File: src/rtl/vga_timing_pkg.sv
// Shared VGA timing package: default 640x480@60 timing constants and the
// 2-bit phase encodings used by the sync generator and the pixel generator.
`timescale 1ns/1ps
package vga_timing_pkg;

  // Default horizontal timing, in pixels.
  localparam int DEF_H_VISIBLE = 640;
  localparam int DEF_H_FRONT   = 16;
  localparam int DEF_H_SYNC    = 96;
  localparam int DEF_H_BACK    = 48;

  // Default vertical timing, in lines.
  localparam int DEF_V_VISIBLE = 480;
  localparam int DEF_V_FRONT   = 10;
  localparam int DEF_V_SYNC    = 2;
  localparam int DEF_V_BACK    = 33;

  // Horizontal phase within a line.
  typedef enum logic [1:0] {
    H_ACT = 2'd0,
    H_FP  = 2'd1,
    H_SYN = 2'd2,
    H_BP  = 2'd3
  } h_state_t;

  // Vertical phase within a frame.
  typedef enum logic [1:0] {
    V_ACT = 2'd0,
    V_FP  = 2'd1,
    V_SYN = 2'd2,
    V_BP  = 2'd3
  } v_state_t;

  // Total length of one axis (line or frame) from its four phase lengths.
  function automatic int axis_total(input int visible, input int front,
                                    input int sync, input int back);
    return visible + front + sync + back;
  endfunction

endpackage

File: src/rtl/vga_sync_gen.sv
// VGA sync generator: x/y raster counters advanced by a pixel-rate enable,
// horizontal and vertical phase FSMs, and sync/blanking decode.
// x and y are 10 bits wide, so each axis total must not exceed 1024.
`timescale 1ns/1ps
module vga_sync_gen
  import vga_timing_pkg::*;
#(
  parameter int H_VISIBLE = DEF_H_VISIBLE,
  parameter int H_FRONT   = DEF_H_FRONT,
  parameter int H_SYNC    = DEF_H_SYNC,
  parameter int H_BACK    = DEF_H_BACK,
  parameter int V_VISIBLE = DEF_V_VISIBLE,
  parameter int V_FRONT   = DEF_V_FRONT,
  parameter int V_SYNC    = DEF_V_SYNC,
  parameter int V_BACK    = DEF_V_BACK
) (
  input  logic       clk,
  input  logic       rst,
  input  logic       pix_en,
  output logic       hsync,
  output logic       vsync,
  output logic       video_on,
  output logic [9:0] x,
  output logic [9:0] y,
  output logic       frame_start
);

  localparam int H_TOTAL = axis_total(H_VISIBLE, H_FRONT, H_SYNC, H_BACK);
  localparam int V_TOTAL = axis_total(V_VISIBLE, V_FRONT, V_SYNC, V_BACK);

  // Last position of each phase; the FSMs leave a phase on the pixel/line
  // enable that occurs while sitting on that position.
  localparam logic [9:0] H_ACT_LAST = 10'(H_VISIBLE - 1);
  localparam logic [9:0] H_FP_LAST  = 10'(H_VISIBLE + H_FRONT - 1);
  localparam logic [9:0] H_SYN_LAST = 10'(H_VISIBLE + H_FRONT + H_SYNC - 1);
  localparam logic [9:0] H_LAST     = 10'(H_TOTAL - 1);

  localparam logic [9:0] V_ACT_LAST = 10'(V_VISIBLE - 1);
  localparam logic [9:0] V_FP_LAST  = 10'(V_VISIBLE + V_FRONT - 1);
  localparam logic [9:0] V_SYN_LAST = 10'(V_VISIBLE + V_FRONT + V_SYNC - 1);
  localparam logic [9:0] V_LAST     = 10'(V_TOTAL - 1);

  h_state_t h_state;
  v_state_t v_state;

  logic line_end;   // this pixel enable wraps x
  logic frame_end;  // this pixel enable wraps both x and y

  assign line_end  = pix_en && (x == H_LAST);
  assign frame_end = line_end && (y == V_LAST);

  // Raster counters and the frame origin pulse; reset wins over pix_en.
  always_ff @(posedge clk) begin
    // NOTE: state is written with non-blocking assignments so every register
    // samples the pre-edge values of its neighbours, matching the hardware.
    if (rst) begin
      x           <= '0;
      y           <= '0;
      frame_start <= 1'b0;
    end else begin
      // Pulse lasts one clk: it is re-evaluated (and normally cleared) every
      // cycle, not only on pixel enables.
      frame_start <= frame_end;
      if (pix_en) begin
        if (line_end) begin
          x <= '0;
          y <= (y == V_LAST) ? '0 : y + 10'd1;
        end else begin
          x <= x + 10'd1;
        end
      end
    end
  end

  // Horizontal phase FSM, stepping only on the pixel enable at phase ends.
  always_ff @(posedge clk) begin
    if (rst) begin
      h_state <= H_ACT;
    end else if (pix_en) begin
      // NOTE: the default arm keeps the case fully specified so no state is
      // left undefined, even though all four 2-bit codes are named.
      case (h_state)
        H_ACT:   if (x == H_ACT_LAST) h_state <= H_FP;
        H_FP:    if (x == H_FP_LAST)  h_state <= H_SYN;
        H_SYN:   if (x == H_SYN_LAST) h_state <= H_BP;
        H_BP:    if (x == H_LAST)     h_state <= H_ACT;
        default: h_state <= H_ACT;
      endcase
    end
  end

  // Vertical phase FSM, stepping only at line wrap.
  always_ff @(posedge clk) begin
    if (rst) begin
      v_state <= V_ACT;
    end else if (line_end) begin
      case (v_state)
        V_ACT:   if (y == V_ACT_LAST) v_state <= V_FP;
        V_FP:    if (y == V_FP_LAST)  v_state <= V_SYN;
        V_SYN:   if (y == V_SYN_LAST) v_state <= V_BP;
        V_BP:    if (y == V_LAST)     v_state <= V_ACT;
        default: v_state <= V_ACT;
      endcase
    end
  end

  // Outputs decode the phase registers only, so they never see pix_en or rst
  // combinationally and change exactly when x/y change.
  assign hsync    = (h_state != H_SYN);
  assign vsync    = (v_state != V_SYN);
  assign video_on = (h_state == H_ACT) && (v_state == V_ACT);

endmodule
File: config.mk
export PLATFORM = sky130hd
export DESIGN_NAME = vga_sync_gen
export DESIGN_NICKNAME = d
export VERILOG_FILES = /design/src/rtl/vga_timing_pkg.sv /design/src/rtl/vga_sync_gen.sv
export SDC_FILE = /design/constraint.sdc
export NUM_CORES = 1
export LEC_CHECK = 0
export CAP_MARGIN = 20
export CORE_ASPECT_RATIO = 0.6
export CORE_MARGIN = 10
export CORE_UTILIZATION = 46
export DETAILED_ROUTE_END_ITERATION = 8
export PLACE_DENSITY = 0.73
export SYNTH_ARGS = -nofsm -noshare
export SYNTH_HDL_FRONTEND = slang
export SYNTH_SLANG_ARGS = --single-unit
File: constraint.sdc
create_clock -name clk -period 1.79 [get_ports clk]
set_input_delay 0.358 -clock clk [delete_from_list [all_inputs] [get_ports clk]]
set_output_delay 0.358 -clock clk [all_outputs]
set_load 0.03 [all_outputs]
==> results of run 1 <==
[state kept, by name, summed over array words and instances (netlist names)]
signal	count
frame_start	1
y	10
v_state	2
h_state	2
x	10
[metrics by stage]
| stage | util (%) | std cells | cell area [um^2] | hold WS [ns] |
|---|---|---|---|---|
| finish | 72.1 | 260 | 2130 | 0.544 |
| floorplan | - | 169 | 1510 | 0.481 |
| global route | 72.1 | 260 | 2130 | 0.584 |
| global placement | 65.3 | 251 | 1920 | 0.490 |
| CTS | 68.6 | 257 | 2020 | 0.566 |
| detailed placement | 65.3 | 251 | 1920 | 0.510 |
[layout make-up]
class,count,area share (%)
well taps,42,2.47
clock inverters,1,0.235
multi-input cells,124,47.0
clock buffers,3,1.94
repair buffers,52,20.8
flip-flops and latches,25,25.0
inverters,13,2.53
[synthesized netlist by cell type, drive strengths merged, types with 3 or more instances]
cell and n:
nand4 8, ha 12, a21oi 4, and4 3
o21ai 4, nor2 25, xor2 9, buf 5
nand3 9, nor3 7, dfxtp 25, xnor2 9
nand2 7, inv 13, a31oi 4
[worst max-delay path: stages, from the launching register on]
cell and delay, ns:
sky130_fd_sc_hd__dfxtp_2 0.35, sky130_fd_sc_hd__inv_2 0.05, sky130_fd_sc_hd__ha_4 0.16, sky130_fd_sc_hd__or3_4 0.34, sky130_fd_sc_hd__a2111oi_4 0.36, sky130_fd_sc_hd__o21ai_2 0.10
sky130_fd_sc_hd__or3_4 0.34, sky130_fd_sc_hd__a21oi_2 0.13
[cell families (layout without fill, tap and decap cells)]
family / count (synthesis) / in the layout / share of synthesized area [%]
adder cells (fa/ha/maj): 12 / 12 / 10.3
flip-flops: 25 / 25 / 34.5
AND/OR/NAND/NOR: 75 / 75 / 27.9
AO/OA/AOI/OAI: 18 / 18 / 9.82
multiplexers: 1 / 1 / 0.689
XOR/XNOR: 18 / 18 / 10.9
buffers and inverters: 20 / 69 / 5.94
[timing repair]
item / 4_1_cts / 5_1_grt
gates resized for setup: 19 / 23
setup endpoints to repair: 15 / 18
cloned: 0 / 0
pin swaps: 6 / 7
buffers inserted: 2 / 3
[per-layer routing]
layer | track usage (%) | vias up
met5 | 0 | -
met4 | 6.13 | 0
met3 | 5.20 | 14
met2 | 22.0 | 35
met1 | 18.7 | 697
li1 | - | 690
[power by group through the flow]
stage / clock network (mW) / registers, mW / logic, mW
2_1_floorplan: 0 / 0.584 / 0.0240
3_3_place_gp: 0 / 0.575 / 0.0598
3_5_place_dp: 0 / 0.576 / 0.0610
4_1_cts: 0.359 / 0.561 / 0.0615
5_1_grt: 0.388 / 0.562 / 0.0676
6_report: 0.355 / 0.561 / 0.0631
[how the worst max path moves through the flow]
| stage | cells past startpoint | slack, ns | to |
|---|---|---|---|
| floorplan | 7 | -0.03 | v_state[0]$_SDFFE_PP0P_ |
| global placement | 7 | -0.01 | x[8]$_SDFFE_PP0P_ |
| detailed placement | 7 | -0.09 | h_state[0]$_SDFFE_PP0P_ |
| CTS | 7 | -0.02 | h_state[0]$_SDFFE_PP0P_ |
| global route | 7 | -0.18 | h_state[0]$_SDFFE_PP0P_ |
| finish | 7 | -0.11 | h_state[0]$_SDFFE_PP0P_ |
==> results.txt, run 1 <==
The flow ran to the end, but the final reports show violations. The final reports fail on setup timing. The startpoint identified for the worst hold timing path is v_state[1]$_SDFFE_PP0P_. Combinational logic burns 6.4% of the power.

The first routing iteration left 65 violations. In this run, synthesis produced a sequential element count of 25. The run gives -0.105 ns as the worst setup margin.

For this design, the CTS-stage hold fixing added 0 buffers. The first-pass GRT wire length is 7040 um, and the leakage power figure is 0.844 nW. The run gives 4 as the total setup violations reported at the end of the flow. The tool flagged a number of max-cap violations equal to 0. STA classifies the critical path endpoint as a register.

Measured along the x axis, the die boundary spans 92.5 um. The floorplan step defined a die boundary enclosing 0.00588 mm^2. Of the post-synthesis cell area, the dominant cell type holds 34.5%. At the later pin of the worst-skew pair, clock insertion delay measures 0.28 ns.

The run gives 0 as the sum of overflow across all layers after global routing. Launching element type of the critical path: a register. The clock passes through at most 2 buffers. The share of the Yosys chip area taken by registers is 34.5%. The diode insertion count for antenna repair was 0.

The startpoint identified for the worst register-to-register timing path is h_state[0]$_SDFFE_PP0P_. Counting instances, the worst hold path has a depth of 2. The number of distinct standard cells referenced by the synthesized netlist came out at 38. The register share of total power was 57.3%; the TritonCTS sink count was 25.

The clock tree root driver cell is sky130_fd_sc_hd__clkbuf_8. The clock buffer count from CTS was 3. The largest net degree at the start of global routing is 15, and the worst path required time is 2.01 ns. Synthesized instance count: 169. During I/O placement, the number of pins put on the boundary was 27.

The register clock-pin slew on the reported worst setup and hold paths is 0.09 ns, and the proportion of register bits with asynchronous set or reset after synthesis is 0%. The highest net fanout along the worst path is 3. The prevailing post-synth register cell is sky130_fd_sc_hd__dfxtp_1. The tools report the internal power as 0.738 mW.

For the power consumption, the log shows 0.979 mW. The endpoint identified for the worst register-to-register timing path is h_state[0]$_SDFFE_PP0P_. The top routing layer in use is met4. Yosys mapped a number of flops with a built-in enable equal to 0. The net switching share of the total power came out at 24.6%. The share of layout cells above drive strength 1 is 32.6%, and the max-slew violation count is 0.

The number of I/O port buffers is 26, and the worst-case clock skew is 0.00297 ns. The starting density of the core was 49.3%; the post-route minimum period was 1.90 ns. Per report_power, the clock group accounts for 36.2% of the total. Via count: 1436.

TritonCTS built the clock tree. The logic depth of the worst register-to-register path is 7. The routed length per placed instance is 17.2 um. Setup repair after global routing could not meet its margin everywhere. For this run, the number of Yosys warnings is 0. Measured against its own limit, the worst slew margin works out to 69.3%. The run gives 0.00295 mm^2 as the floorplan core area. After filler insertion, the fill cell instance count of the layout stands at 237. At the pin with the least slew margin, the transition time is 0.459 ns. By area the synthesized netlist is led by sky130_fd_sc_hd__dfxtp_1, sky130_fd_sc_hd__ha_1, sky130_fd_sc_hd__nor2_1.

The power density over the cells is 461 mW/mm^2, and the layout overhead on the synthesized area is 46.3%. For the first-pass iteration count of the detailed router, the log shows 4. Worst setup path startpoint: h_state[0]$_SDFFE_PP0P_. For the worst-case vdd ir drop, the log shows 0.000366 V.

Leaving out fill and tap cells, the most frequent cell in the layout is sky130_fd_sc_hd__buf_4. The logs give 1 for the level count of the clock H-tree and 528 MHz for the highest attainable clock frequency. For the number of standard-cell rows in the floorplan, the log shows 15. The min-delay analysis places its worst path in the category reg2reg. The post-synthesis cell area came out at 0.00145 mm^2.

Via count of the first global-routing pass: 1405. Summed over all layers, the routed wires come to 4480 um. The end of the worst hold path was v_state[1]$_SDFFE_PP0P_. The net count of the finished layout is 234. Of the available clock period, the critical path in the final layout requires 106%. Summed over all nets, the switching power comes to 0.241 mW.

Summed over all failing endpoints, the final setup total negative slack is -0.258 ns. Across every metal layer, demand over resource in global routing totals 14.8%. For the worst setup path, the data arrival time is 2.11 ns. Using the TritonRoute via totals, the vias-per-cell ratio works out to 5.52. Global placement routability congestion: 0.841. In this run the vertical extent of the chip is 63.5 um. Across all register-to-register paths, the minimum setup slack is -0.11 ns.

The post-placement worst setup slack is -0.0892 ns, and the total count of hold-check failures in the final report is 0. The multi-input combinational cells in the finished layout cover a total of 1000 um^2. The met3 layer wire length in the routed design came out at 237 um. In the layout the commonest cells are sky130_fd_sc_hd__buf_4, sky130_fd_sc_hd__nor2_1, sky130_fd_sc_hd__dfxtp_1, sky130_fd_sc_hd__clkdlybuf4s50_1. The number of nets in the synthesized netlist is 184. Dividing the synthesized area by the synthesized cell count gives 8.60 um^2. The post-synthesis cell type with the largest combined area is sky130_fd_sc_hd__dfxtp_1. The HPWL after detailed placement is 3180 um. Wire segments on met2 add up to 2040 um in the final route.

By startpoint and endpoint, the worst setup path is classified as reg2reg. The run gives 0 as the post-detailed-route DRC marker count. The run gives 0 as the initial antenna violation count. The number of nets still failing antenna checks after routing was 0.

The tools report the sequential cell area as 531 um^2. After detailed routing, the wire length on met1 is 2060 um.
Note: power is estimated with default switching activity, not from simulation.
==> run 2: changes to the inputs <==
--- a/config.mk
+++ b/config.mk
@@ -8,9 +8,12 @@
 export CAP_MARGIN = 20
 export CORE_ASPECT_RATIO = 0.6
 export CORE_MARGIN = 10
-export CORE_UTILIZATION = 46
+export CORE_UTILIZATION = 48
+export CTS_BUF_LIST = sky130_fd_sc_hd__clkbuf_4
 export DETAILED_ROUTE_END_ITERATION = 8
-export PLACE_DENSITY = 0.73
+export GPL_ROUTABILITY_DRIVEN = 0
+export PLACE_DENSITY = 0.75
+export SETUP_SLACK_MARGIN = 0.3
 export SYNTH_ARGS = -nofsm -noshare
 export SYNTH_HDL_FRONTEND = slang
 export SYNTH_SLANG_ARGS = --single-unit
==> results.txt, run 2 (synthesized netlist as in run 1, its figures left out) <==
The floorplan core area is 0.00289 mm^2 (-1.9%). The via count of the first global-routing pass came out at 1463 (+4.1%). The worst-case clock skew was 0.00439 ns (+0.00141 ns). The power density over the cells works out to 396 mW/mm^2 (-14%). The critical path is of the reg2reg type. TritonCTS built the clock tree. Clock tree root driver cell: sky130_fd_sc_hd__clkbuf_4. The first-pass GRT wire length was 7570 um (+7.5%). The total of max-cap violations was 0 (unchanged). The total setup violations reported at the end of the flow is 3 (-1), and the met1 capacity usage during global routing is 20.2% (+1.5 points). The slew of the pin with the lowest slew margin was 0.360 ns (-0.0990 ns); the delay contributed by the slowest stage of the critical path was 0.38 ns (+0.02 ns). Slowest cell on the critical path: sky130_fd_sc_hd__o32a_1. The worst setup margin came out at -0.0941 ns (+0.0113 ns). Worst-case vdd ir drop: 0.000382 V (+4.3%).

The net switching power of the design was 0.219 mW (-9.1%); the post-detailed-placement half-perimeter wirelength was 3140 um (-1.2%). The detailed-route vias per instance is 5.71 (+3.4%), and the highest net fanout along the worst path is 3 (unchanged). The classification of the worst-slack hold path was in2reg. The final worst-path cycle share is 105% (-0.63 points), and the via count is 1536 (+7.0%). The post-route minimum period is 1.88 ns (-0.0113 ns), and the number of I/O port buffers is 26 (unchanged).

The global-route track usage on met3 came out at 4.44% (-0.76 points). The final reports fail on setup timing. The max-slew violation count was 0 (unchanged); the clock buffer count from CTS was 3 (unchanged). For the starting density of the core, the log shows 50.3% (+0.96 points). The tools report the register share of total power as 61.7% (+4.4 points). The tools report the end-of-flow core utilization as 78.8% (+6.6 points). The tools report the headroom to the max-slew limit as 75.9% (+6.6 points). The signal on the critical path passes through buf_4 > buf_4 > ha_4 > nor2_1 > nand3_1 > o32a_1 > or3_4 > a21oi_2.

The logs give 16.0% (+1.2 points) for the total routing resource utilization after global routing and 8.0% (+1.6 points) for the combinational power share. The most common cell after layout, fill and taps aside is sky130_fd_sc_hd__buf_4. I/O pin count: 27 (unchanged). The clock latency of the later-clocked register in the worst-skew pair was 0.32 ns (+0.04 ns); the number of nets in the layout was 243 (+3.8%).

The critical path capture point type is a register. Horizontal die dimension: 91.0 um (-1.6%). The logs give 0 (unchanged) for the post-detailed-route DRC marker count and -0.210 ns (+0.0474 ns) for the total negative slack for setup checks. The number of nets still failing antenna checks after routing was 0 (unchanged); the leakage power figure was 0.915 nW (+8.4%).

The run gives 30.3% (-5.9 points) as the clock network power share. The cell type with the highest occurrence count on the critical path is sky130_fd_sc_hd__buf_4. Die span in y: 62.6 um (-1.4%). The run gives 1 (unchanged) as the level count of the clock H-tree.

The register clock-pin slew on the reported worst setup and hold paths came out at 0.13 ns (+0.04 ns). The number of buffers on the longest clock path is 2 (unchanged). The tools report the total count of hold-check failures in the final report as 0 (unchanged). The run gives 0 (unchanged) as the sum of overflow across all layers after global routing. The net switching share of the total power is 24.3% (-0.33 points). The global routing stage identified its most utilized layer as met2.

The flow ran to the end, but the final reports show violations. Setup repair after global routing could not meet its margin everywhere. The worst setup path is launched from a register. The first-pass iteration count of the detailed router is 4 (unchanged). For the worst path required time, the log shows 2.06 ns (+0.05 ns).

Arrival time of the worst setup path: 2.15 ns (+0.04 ns). The diode insertion count for antenna repair was 0 (unchanged). The library cells used most frequently in the layout, excluding fill and tap cells, are sky130_fd_sc_hd__buf_4, sky130_fd_sc_hd__nor2_1, sky130_fd_sc_hd__dfxtp_2. The highest attainable clock frequency was 531 MHz (+0.60%); the number of standard-cell rows in the floorplan was 15 (unchanged).

For the number of design-rule violations left by the first detailed-router iteration, the log shows 105 (+62%). The internal power is 0.683 mW (-7.5%), and the global-route met2 utilization is 26.3% (+4.3 points). TritonCTS sink count: 25 (unchanged). The count of hold-fix buffers inserted at cts is 0 (unchanged), and the largest net degree at the start of global routing is 14 (-1). The tools report the detailed-route wire length as 4790 um (+7.0%). The share of layout cells above drive strength 1 was 54.6% (+22 points). The tools report the die area as 0.00570 mm^2 (-3.1%). Initial antenna violation count: 0 (unchanged).

The total of fill cells in the finished design is 191 (-19%), and the routed length per placed instance is 17.8 um (+3.5%). The layout overhead on the synthesized area was 56.8%. The largest registers in the layout are x: 10 flops, y: 10 flops.
-- run 2: worst max-delay path, delay by kind of cell, from the launching register on --
kind	cells	cell delay, ns
AO/OA/AOI/OAI	2	0.49
buffers and inverters	2	0.27
adder cells (fa/ha/maj)	1	0.16
AND/OR/NAND/NOR	3	0.56
flip-flops	1	0.35
-- run 2: final cells by class --
class	instances	area, um^2	area share [%]
tap	42	52.6	2.31
sequential	25	556	24.4
multi-input combinational	124	1100	48.2
clock buffer	4	30.0	1.32
inverter	13	53.8	2.36
timing repair buffer	61	487	21.4
-- run 2: power by group through the flow --
stage | Sequential (mW) | Combinational [mW] | Clock (mW)
after floorplan | 0.585 | 0.0262 | 0
after global placement | 0.577 | 0.0608 | 0
after detailed placement | 0.577 | 0.0634 | 0
after CTS | 0.561 | 0.0674 | 0.281
after global routing | 0.557 | 0.0795 | 0.310
final | 0.556 | 0.0723 | 0.273
-- run 2: final timing paths --
check | startpoint | slack (ns) | to | depth (start not counted)
worst max-delay path | h_state[0]$_SDFFE_PP0P_ | -0.09 | h_state[0]$_SDFFE_PP0P_ | 8
worst min-delay path | pix_en | 0.48 | x[0]$_SDFFE_PP0P_ | 3
worst max register to register | h_state[0]$_SDFFE_PP0P_ | -0.09 | h_state[0]$_SDFFE_PP0P_ | 8
worst min register to register | y[9]$_SDFFE_PP0P_ | 0.57 | y[9]$_SDFFE_PP0P_ | 2
-- run 2: repair_timing --
action	4_1_cts	5_1_grt
setup buffers	4	8
setup endpoints to repair	48	41
gates resized for setup	108	39
pin swaps	6	10
-- run 2: layer usage --
| layer | wire length (um) | up-vias |
|---|---|---|
| met2 | 2330 | 76 |
| met4 | 95 | 0 |
| li1 | - | 704 |
| met1 | 1980 | 744 |
| met3 | 386 | 12 |
| met5 | 0 | - |
-- run 2: stage by stage --
step / hold WS, ns / instance area [um^2] / std cells / power, mW / setup WS, ns
finish: 0.485 / 2280 / 269 / 0.902 / -0.0941
global route: 0.487 / 2280 / 269 / 0.947 / -0.164
CTS: 0.537 / 2160 / 261 / 0.909 / -0.0652
detailed placement: 0.521 / 1970 / 253 / 0.641 / -0.156
global placement: 0.501 / 1970 / 253 / 0.638 / -0.110
floorplan: 0.481 / 1540 / 169 / 0.612 / -0.0271
==> run 3: changes to the inputs <==
--- a/config.mk
+++ b/config.mk
@@ -14,6 +14,7 @@
 export GPL_ROUTABILITY_DRIVEN = 0
 export PLACE_DENSITY = 0.75
 export SETUP_SLACK_MARGIN = 0.3
+export SLEW_MARGIN = 20
 export SYNTH_ARGS = -nofsm -noshare
 export SYNTH_HDL_FRONTEND = slang
 export SYNTH_SLANG_ARGS = --single-unit
==> constraint.sdc (replaced) <==
create_clock -name clk -period 1.79 [get_ports clk]
set_input_delay 0.537 -clock clk [delete_from_list [all_inputs] [get_ports clk]]
set_output_delay 0.537 -clock clk [all_outputs]
set_load 0.03 [all_outputs]
==> results.txt, run 3 (synthesized netlist as in run 1, its figures left out) <==
The total routing resource utilization after global routing was 14.9% (-1.1 points). The end-of-flow core utilization is 78.7% (-0.087 points). The logic depth of the worst register-to-register path was 6 (-2); the worst-case vdd ir drop was 0.000308 V (-19%). The run gives 0.00570 mm^2 (unchanged) as the die area. The critical path goes through buf_4 > ha_1 > a31oi_1 > a2111o_1 > nor4_2 > nor3_1. Die span in y: 62.6 um (unchanged). The largest registers in the layout are x: 10 flops, y: 10 flops.

Headroom to the max-slew limit: 75.0% (-0.92 points). The classification of the worst setup path was reg2reg. The I/O pin count came out at 27 (unchanged). The clock buffer count from CTS came out at 3 (unchanged).

STA classifies the critical path startpoint as a register. The cell count along the critical path is 6 (-2). The top cell types in the final layout, fill and taps aside, are sky130_fd_sc_hd__buf_4, sky130_fd_sc_hd__nor2_1, sky130_fd_sc_hd__dfxtp_4. The startpoint identified for the worst hold timing path is v_state[1]$_SDFFE_PP0P_. The clock latency of the later-clocked register in the worst-skew pair came out at 0.33 ns (about the same). The classification of the worst-slack hold path was reg2reg. The run gives 192 (+0.52%) as the total of fill cells in the finished design. For the worst path required time, the log shows 2.01 ns (-0.05 ns).

Sum of overflow across all layers after global routing: 0 (unchanged). For the starting density of the core, the log shows 50.3% (unchanged). Number of nets still failing antenna checks after routing: 0 (unchanged). The highest attainable clock frequency was 533 MHz (+0.40%).

Setup repair after global routing could not meet its margin everywhere. The layout overhead on the synthesized area was 56.6%; the horizontal die dimension was 91.0 um (unchanged). The hold-critical path depth is 2 (-1). The worst setup margin was -0.0865 ns (+0.00755 ns). The final reports fail on setup timing. The post-route minimum period works out to 1.88 ns (-0.00755 ns).

The logs give -0.09 ns (about the same) for the worst-case register-to-register setup slack and 0 (unchanged) for the initial antenna violation count. The flow ran to the end, but the final reports show violations. In this run the critical register-to-register path is launched from y[0]$_SDFFE_PP0P_.

Floorplan core area: 0.00289 mm^2 (unchanged). The worst setup path is captured at a register. The arrival time of the worst setup path came out at 2.10 ns (-0.05 ns). The total count of hold-check failures in the final report was 0 (unchanged); the final worst-path cycle share was 105% (-0.42 points). The run gives 0.877 nW (-4.2%) as the leakage power figure.

The run gives 79 (-25%) as the number of design-rule violations left by the first detailed-router iteration. The run gives 1471 (-4.2%) as the via count. The level count of the clock H-tree is 1 (unchanged), and the delay contributed by the slowest stage of the critical path is 0.41 ns (+0.03 ns). The endpoint identified for the worst register-to-register timing path is v_state[0]$_SDFFE_PP0P_. The tools report the end of the worst hold path as v_state[1]$_SDFFE_PP0P_. The run gives 7080 um (-6.5%) as the first-pass GRT wire length. The buffers plus inverters on the worst setup path works out to 1 (-1).

The tools report the post-detailed-route DRC marker count as 0 (unchanged). For the total cell area at the placement stage, the log shows 0.00198 mm^2 (+0.64%). The most common cell after layout, fill and taps aside is sky130_fd_sc_hd__buf_4. TritonCTS built the clock tree. For the largest net degree at the start of global routing, the log shows 14 (unchanged). The number of I/O port buffers is 26 (unchanged). The sequential cell area came out at 564 um^2 (+1.6%). The detailed-route vias per instance came out at 5.49 (-3.9%). For the post-detailed-placement half-perimeter wirelength, the log shows 3150 um (+0.20%). The logs give 0.00227 mm^2 (-0.11%) for the final cell area excluding filler cells and 0 (unchanged) for the total of max-cap violations. Register clock-pin slew on the reported worst setup and hold paths: 0.14 ns (about the same). The slowest cell on the critical path is sky130_fd_sc_hd__a2111o_1. The number of nets in the layout came out at 242 (-0.41%).

The total negative slack for setup checks was -0.328 ns (-0.118 ns); the number of buffers on the longest clock path was 2 (unchanged). The area used by multi-input combinational logic came out at 0.00109 mm^2 (-1.1%). CTS placed an instance of sky130_fd_sc_hd__clkbuf_4 at the clock tree root. The run gives 0.0144 ns (+0.0101 ns) as the worst-case clock skew. The slew of the pin with the lowest slew margin came out at 0.373 ns (+0.0137 ns).

The first-pass iteration count of the detailed router is 4 (unchanged). The detailed-route wire length was 4570 um (-4.7%); the routed length per placed instance was 17.0 um (-4.3%). The max-slew violation count is 0 (unchanged).

The power density over the cells came out at 398 mW/mm^2 (+0.55%). Diode insertion count for antenna repair: 0 (unchanged). TritonCTS sink count: 25 (unchanged). The share of layout cells above drive strength 1 was 54.4% (-0.20 points); the number of standard-cell rows in the floorplan was 15 (unchanged). The post-placement worst setup slack is -0.229 ns (-0.0731 ns).

The cell class contributing the biggest share of worst-path delay was compound AO/OA/AOI/OAI gates. The minimum hold slack is 0.554 ns (+0.0690 ns), and the total setup violations reported at the end of the flow is 5 (+2). The via count of the first global-routing pass was 1379 (-5.7%); the highest net fanout along the worst path was 6 (+3). The count of hold-fix buffers inserted at cts was 0 (unchanged).
==> run 3: changes by cell type in the layout (fill, tap and decap cells not counted), sizes merged <==
cell / before / now
buf: 46 / 55
clkdlybuf4s15: 7 / 0
clkbuf: 9 / 7
dlymetal6s2s: 1 / 0
==> run 3: how the worst max path moves through the flow <==
| stage | endpoint | start |
|---|---|---|
| 2_1_floorplan | v_state[0]$_SDFFE_PP0P_ | y[0]$_SDFFE_PP0P_ |
| 3_3_place_gp | v_state[0]$_SDFFE_PP0P_ | y[1]$_SDFFE_PP0P_ |
| 3_5_place_dp | v_state[0]$_SDFFE_PP0P_ | y[1]$_SDFFE_PP0P_ |
| 4_1_cts | v_state[0]$_SDFFE_PP0P_ | y[0]$_SDFFE_PP0P_ |
| 5_1_grt | v_state[0]$_SDFFE_PP0P_ | y[0]$_SDFFE_PP0P_ |
| 6_report | v_state[0]$_SDFFE_PP0P_ | y[0]$_SDFFE_PP0P_ |
==> run 3: worst register-to-register path, cell delays in order, from the launching register on <==
cell and delay [ns]:
sky130_fd_sc_hd__dfxtp_4 0.39, sky130_fd_sc_hd__buf_4 0.16, sky130_fd_sc_hd__ha_1 0.32, sky130_fd_sc_hd__a31oi_1 0.20, sky130_fd_sc_hd__a2111o_1 0.41, sky130_fd_sc_hd__nor4_2 0.22
sky130_fd_sc_hd__nor3_1 0.06
==> run 3: power breakdown <==
part           switching, mW  total (mW)  leakage, nW  internal [mW]
Combinational         0.0418      0.0757        0.641         0.0340
Clock                  0.174       0.277       0.0184          0.103
Sequential           0.00960       0.553        0.217          0.543
==> run 3: stage by stage <==
step / std cells / power [mW]
floorplan: 169 / 0.612
global placement: 255 / 0.642
detailed placement: 255 / 0.645
CTS: 266 / 0.906
global route: 268 / 0.937
finish: 268 / 0.906
==> run 3: repair_timing <==
| item | in CTS | in global routing |
|---|---|---|
| pin swaps | 11 | 9 |
| endpoints found under the setup margin | 49 | 42 |
| resized for setup | 158 | 40 |
| setup buffers | 7 | 2 |
==> run 3: metal layers <==
layer | GRT usage (%) | routed length (um) | up-vias
met5 | 0 | 0 | -
met4 | 4.09 | 41 | 0
met3 | 3.96 | 299 | 4
met2 | 22.5 | 2050 | 44
met1 | 20.2 | 2170 | 717
li1 | - | - | 706
==> run 3: area by class of cell <==
cell class	instances	area share, %
multi-input cells	124	47.7
repair buffers	60	21.3
flip-flops and latches	25	24.8
well taps	42	2.31
inverters	13	2.48
clock buffers	4	1.32
==> RTL edit 1: new RTL, settings of run 3 <==
Encoding of `h_state_t`: now one-hot (4 bits for 4 states).
--- a/src/rtl/vga_timing_pkg.sv
+++ b/src/rtl/vga_timing_pkg.sv
@@ -16,11 +16,11 @@
   localparam int DEF_V_BACK    = 33;
 
   // Horizontal phase within a line.
-  typedef enum logic [1:0] {
-    H_ACT = 2'd0,
-    H_FP  = 2'd1,
-    H_SYN = 2'd2,
-    H_BP  = 2'd3
+  typedef enum logic [3:0] {
+    H_ACT = 4'b0001,
+    H_FP  = 4'b0010,
+    H_SYN = 4'b0100,
+    H_BP  = 4'b1000
   } h_state_t;
 
   // Vertical phase within a frame.
Function: same outputs for any inputs over 10 cycles, from zero or initial values and one cycle with rst high; not proved beyond that.
==> RTL edit 1 against run 3 <==
The run now fails in global routing; synthesized area shrank 1.6%.
==> RTL edit 1: results (changes against run 3) <==
grt_start_max_net_pins: 15
root_buffer: "sky130_fd_sc_hd__clkbuf_4"  # unchanged
yosys_warnings: 0  # unchanged
last-stage-reached: "global routing"
synth_area_leaders: "sky130_fd_sc_hd__dfxtp_1 38%, sky130_fd_sc_hd__xor2_1 7.3%, sky130_fd_sc_hd__ha_1 7.0%"  # was sky130_fd_sc_hd__dfxtp_1 34%, sky130_fd_sc_hd__ha_1 10%, sky130_fd_sc_hd__nor2_1 6.5%
cts_inserted_buffers: 3  # unchanged
repair-timing-grt-worst-ep: "video_on"
io_buffers: 26  # unchanged
ctsHtreeMaxLevel: 1  # unchanged
run_status: "did not finish"  # was finished, violations left
max-clock-path-buffers: 2  # unchanged
post-dp-hpwl_mm: 3.18  # was 3.15 mm
yosys_register_bits: 27  # was 25
run.stop_error: "[ERROR DPL-0038] Utilization greater than 100%, impossible to legalize"
synthTopCellsByCount: "27 x sky130_fd_sc_hd__dfxtp_1, 22 x sky130_fd_sc_hd__nor2_1, 14 x sky130_fd_sc_hd__nand2_1"  # was 25 x sky130_fd_sc_hd__dfxtp_1, 25 x sky130_fd_sc_hd__nor2_1, 13 x sky130_fd_sc_hd__inv_1
sequential_element_share_of_the_synthesized_area_pct: 37.8  # was 34.5%
worst_endpoint_kind: "top-level output"
mappedNetlistNets: 173  # was 184
ys_types: 35  # was 38
ys_async_sr_fraction_pct: 0  # unchanged
synth_ff_type: "sky130_fd_sc_hd__dfxtp_1"  # unchanged
-- RTL edit 1: cell types whose count changed after synthesis, sizes merged, moves of 3 or more --
cell,run 3,this run
mux2i,1,4
xor2,9,12
a31oi,4,0
nor3,7,4
nand2,7,14
buf,5,0
nor2,25,22
ha,12,8
inv,13,7
-- RTL edit 1: what timing repair did --
| action | in CTS |
|---|---|
| endpoints found under the setup margin | 49 |
| pin swaps | 21 |
| gates resized for setup | 197 |
| gates cloned | 1 |
| buffers inserted | 27 |
-- RTL edit 1: cells by family after synthesis --
group	Yosys count	share of synthesized area, %
buffers and inverters	11	2.89
muxes	5	3.85
xor gates and xnor gates	19	11.6
DFF	27	37.8
adders and majority gates	8	7.00
AOI/OAI and AO/OA	13	6.47
and+or+nand+nor	79	30.4
-- RTL edit 1: stage by stage --
step	cells	setup slack [ps]	cell area (µm²)	hold WS [ps]	utilization, %
after floorplan	162	-141	1570	471	-
after global placement	255	-261	2050	482	72.0
after detailed placement	255	-308	2050	502	72.0
after CTS	287	-163	2500	518	87.8
==> RTL edit 2: new RTL, settings of run 3 <==
Made on the original files. Make the reset (`rst`) asynchronous in 3 clocked blocks.
--- a/src/rtl/vga_sync_gen.sv
+++ b/src/rtl/vga_sync_gen.sv
@@ -50,7 +50,7 @@
   assign frame_end = line_end && (y == V_LAST);
 
   // Raster counters and the frame origin pulse; reset wins over pix_en.
-  always_ff @(posedge clk) begin
+  always_ff @(posedge clk or posedge rst) begin
     // NOTE: state is written with non-blocking assignments so every register
     // samples the pre-edge values of its neighbours, matching the hardware.
     if (rst) begin
@@ -73,7 +73,7 @@
   end
 
   // Horizontal phase FSM, stepping only on the pixel enable at phase ends.
-  always_ff @(posedge clk) begin
+  always_ff @(posedge clk or posedge rst) begin
     if (rst) begin
       h_state <= H_ACT;
     end else if (pix_en) begin
@@ -90,7 +90,7 @@
   end
 
   // Vertical phase FSM, stepping only at line wrap.
-  always_ff @(posedge clk) begin
+  always_ff @(posedge clk or posedge rst) begin
     if (rst) begin
       v_state <= V_ACT;
     end else if (line_end) begin
Check against the original RTL: differs if rst is asserted again (counterexample within 4 cycles, from zero or initial values and one cycle with rst high); with rst held inactive, the same outputs for 10 cycles.
==> RTL edit 2 against run 3 <==
The flow still finishes with violations (negative setup slack); design area up 25%; sequential cell count did not move; final cell count up 11%; synthesized area increased by 2.8%; setup slack lost 340 ps; wire length is 87% higher.
Power is not compared: it rests on default switching activity, and its combinational part moved more than twofold at a synthesized area within 25%.
==> RTL edit 2: results (changes against run 3) <==
post-dp-hpwl_mm: 3.18  # was 3.15 mm
num-fill-cells: 50  # was 192
run_status: "finished, violations left"  # unchanged
groute.usage.overall_pct: 18.3  # was 14.9%
worst_margin_slew_ps: 369  # was 373 ps
final_critical_path_setup_slack_ps: -426  # was -86.5 ps
setup-tns-final_ps: -2580  # was -328 ps
post-place-ws_ps: -227  # was -229 ps
crit_arrival_ps: 2440  # was 2100 ps
cts.reportedPaths.clkPinSlew_ps: 160  # was 140 ps
stdcell_count: 297  # was 268
fin_nets: 271  # was 242
timing.hold.worst.class: "input port to asynchronous set/reset pin"  # was flip-flop to flip-flop
layout_cell_share_with_drive_strength_beyond_1_pct: 67.8  # was 54.4%
setup_viol: 13  # was 5
met3_length_um: 965  # was 299 µm
synth_area_leaders: "sky130_fd_sc_hd__dfrtp_1 42%, sky130_fd_sc_hd__ha_1 10%, sky130_fd_sc_hd__xnor2_1 4.1%"  # was sky130_fd_sc_hd__dfxtp_1 34%, sky130_fd_sc_hd__ha_1 10%, sky130_fd_sc_hd__nor2_1 6.5%
critical_path.reg2reg.startpoint: "y[5]"  # was y[0]
static-leakage-power_nw: 1.26
num_vias: 1985  # was 1,471
netlist_instances: 154  # was 169
placedCellCount: 245  # was 255
first_iter_violations: 282  # was 79
dpl-instance-area_mm2: 0.00202  # was 0.00198 mm²
drtPass1Iterations: 5  # was 4
route.met2.wl_mm: 3.74  # was 2.05 mm
violated_checks: "negative setup slack"  # unchanged
ys_types: 40  # was 38
sequential_element_share_of_the_synthesized_area_pct: 41.9  # was 34.5%
grt_first_pass_wirelength_mm: 8.80  # was 7.08 mm
cp_max_fo: 7  # was 6
mappedNetlistNets: 169  # was 184
drt-wirelength-per-cell_um: 28.7  # was 17.0 µm
synthTopCellsByCount: "25 x sky130_fd_sc_hd__dfrtp_1, 13 x sky130_fd_sc_hd__inv_1, 12 x sky130_fd_sc_hd__ha_1, 12 x sky130_fd_sc_hd__nand2_1, 11 x sky130_fd_sc_hd__nor2_1"  # was 25 x sky130_fd_sc_hd__dfxtp_1, 25 x sky130_fd_sc_hd__nor2_1, 13 x sky130_fd_sc_hd__inv_1
startpoint: "y[5]"  # was y[0]
clock-skew-final_ps: 23.2  # was 14.4 ps
grt_start_max_net_pins: 26  # was 14
ys_async_sr_fraction_pct: 100  # was 0%
insertion_delay_ps: 350  # was 330 ps
final.hold.worst_slack_ps: 602  # was 554 ps
-- RTL edit 2: cell count changes after synthesis, moves of 3 or more --
cell                      change
sky130_fd_sc_hd__nor2_1      -14
sky130_fd_sc_hd__o31ai_1      +3
sky130_fd_sc_hd__nand2_1      +5
sky130_fd_sc_hd__nor3_1       -4
sky130_fd_sc_hd__buf_2        -3
sky130_fd_sc_hd__xor2_1       -6
sky130_fd_sc_hd__o21ai_0      +6
sky130_fd_sc_hd__and3_1       +3
sky130_fd_sc_hd__dfrtp_1     +25
sky130_fd_sc_hd__dfxtp_1     -25
-- RTL edit 2: logic make-up after synthesis --
family	Yosys count	synth area share, %
adder cells (fa/ha/maj)	12	10.1
multiplexers	5	3.86
flip-flops	25	41.9
AO/OA/AOI/OAI	24	10.8
XOR/XNOR	10	5.87
buffers and inverters	17	5.03
AND/OR/NAND/NOR	61	22.5
-- RTL edit 2: layout make-up --
class,instances,area share [%]
multi-input cells,112,38.6
repair buffers,101,34.0
flip-flops and latches,25,22.7
well taps,42,1.85
inverters,13,1.72
clock buffers,3,0.793
clock inverters,1,0.264
-- RTL edit 2: critical path: stages, from the launching register on --
cell and delay [ps]:
sky130_fd_sc_hd__dfrtp_2 410, sky130_fd_sc_hd__buf_6 100, sky130_fd_sc_hd__buf_8 120, sky130_fd_sc_hd__nor4bb_4 400, sky130_fd_sc_hd__nand3_1 260, sky130_fd_sc_hd__a21oi_1 350
sky130_fd_sc_hd__nand3_2 150, sky130_fd_sc_hd__mux2_4 320
-- RTL edit 2: routing by layer --
layer / up-vias / GRT usage, %
met5: - / 0
met4: 0 / 5.17
met3: 87 / 6.03
met2: 211 / 31.2
met1: 936 / 21.4
li1: 751 / -
-- RTL edit 2: path summary, 6_finish.rpt --
kind,cells past startpoint,to
min in group clk,1,x[7]
hold / removal,3,y[8]
setup reg to reg,7,v_state[1]
max in group asynchronous,3,y[6]
hold reg to reg,1,x[7]
setup / recovery,7,v_state[1]
-- RTL edit 2: power by group through the flow --
stage / sequential, mW / combinational (mW) / clock (mW)
floorplan: 0.875 / 0.193 / 0
global placement: 0.753 / 0.511 / 0
detailed placement: 0.763 / 0.529 / 0
CTS: 0.762 / 0.700 / 0.278
global route: 0.803 / 1.10 / 0.298
finish: 0.805 / 1.07 / 0.277
-- RTL edit 2: timing repair --
action | CTS | global route
gates resized for setup | 190 | 53
pin swaps | 11 | 23
hold buffers | 0 | 0
endpoints found under the setup margin | 38 | 43
setup buffers | 26 | 22
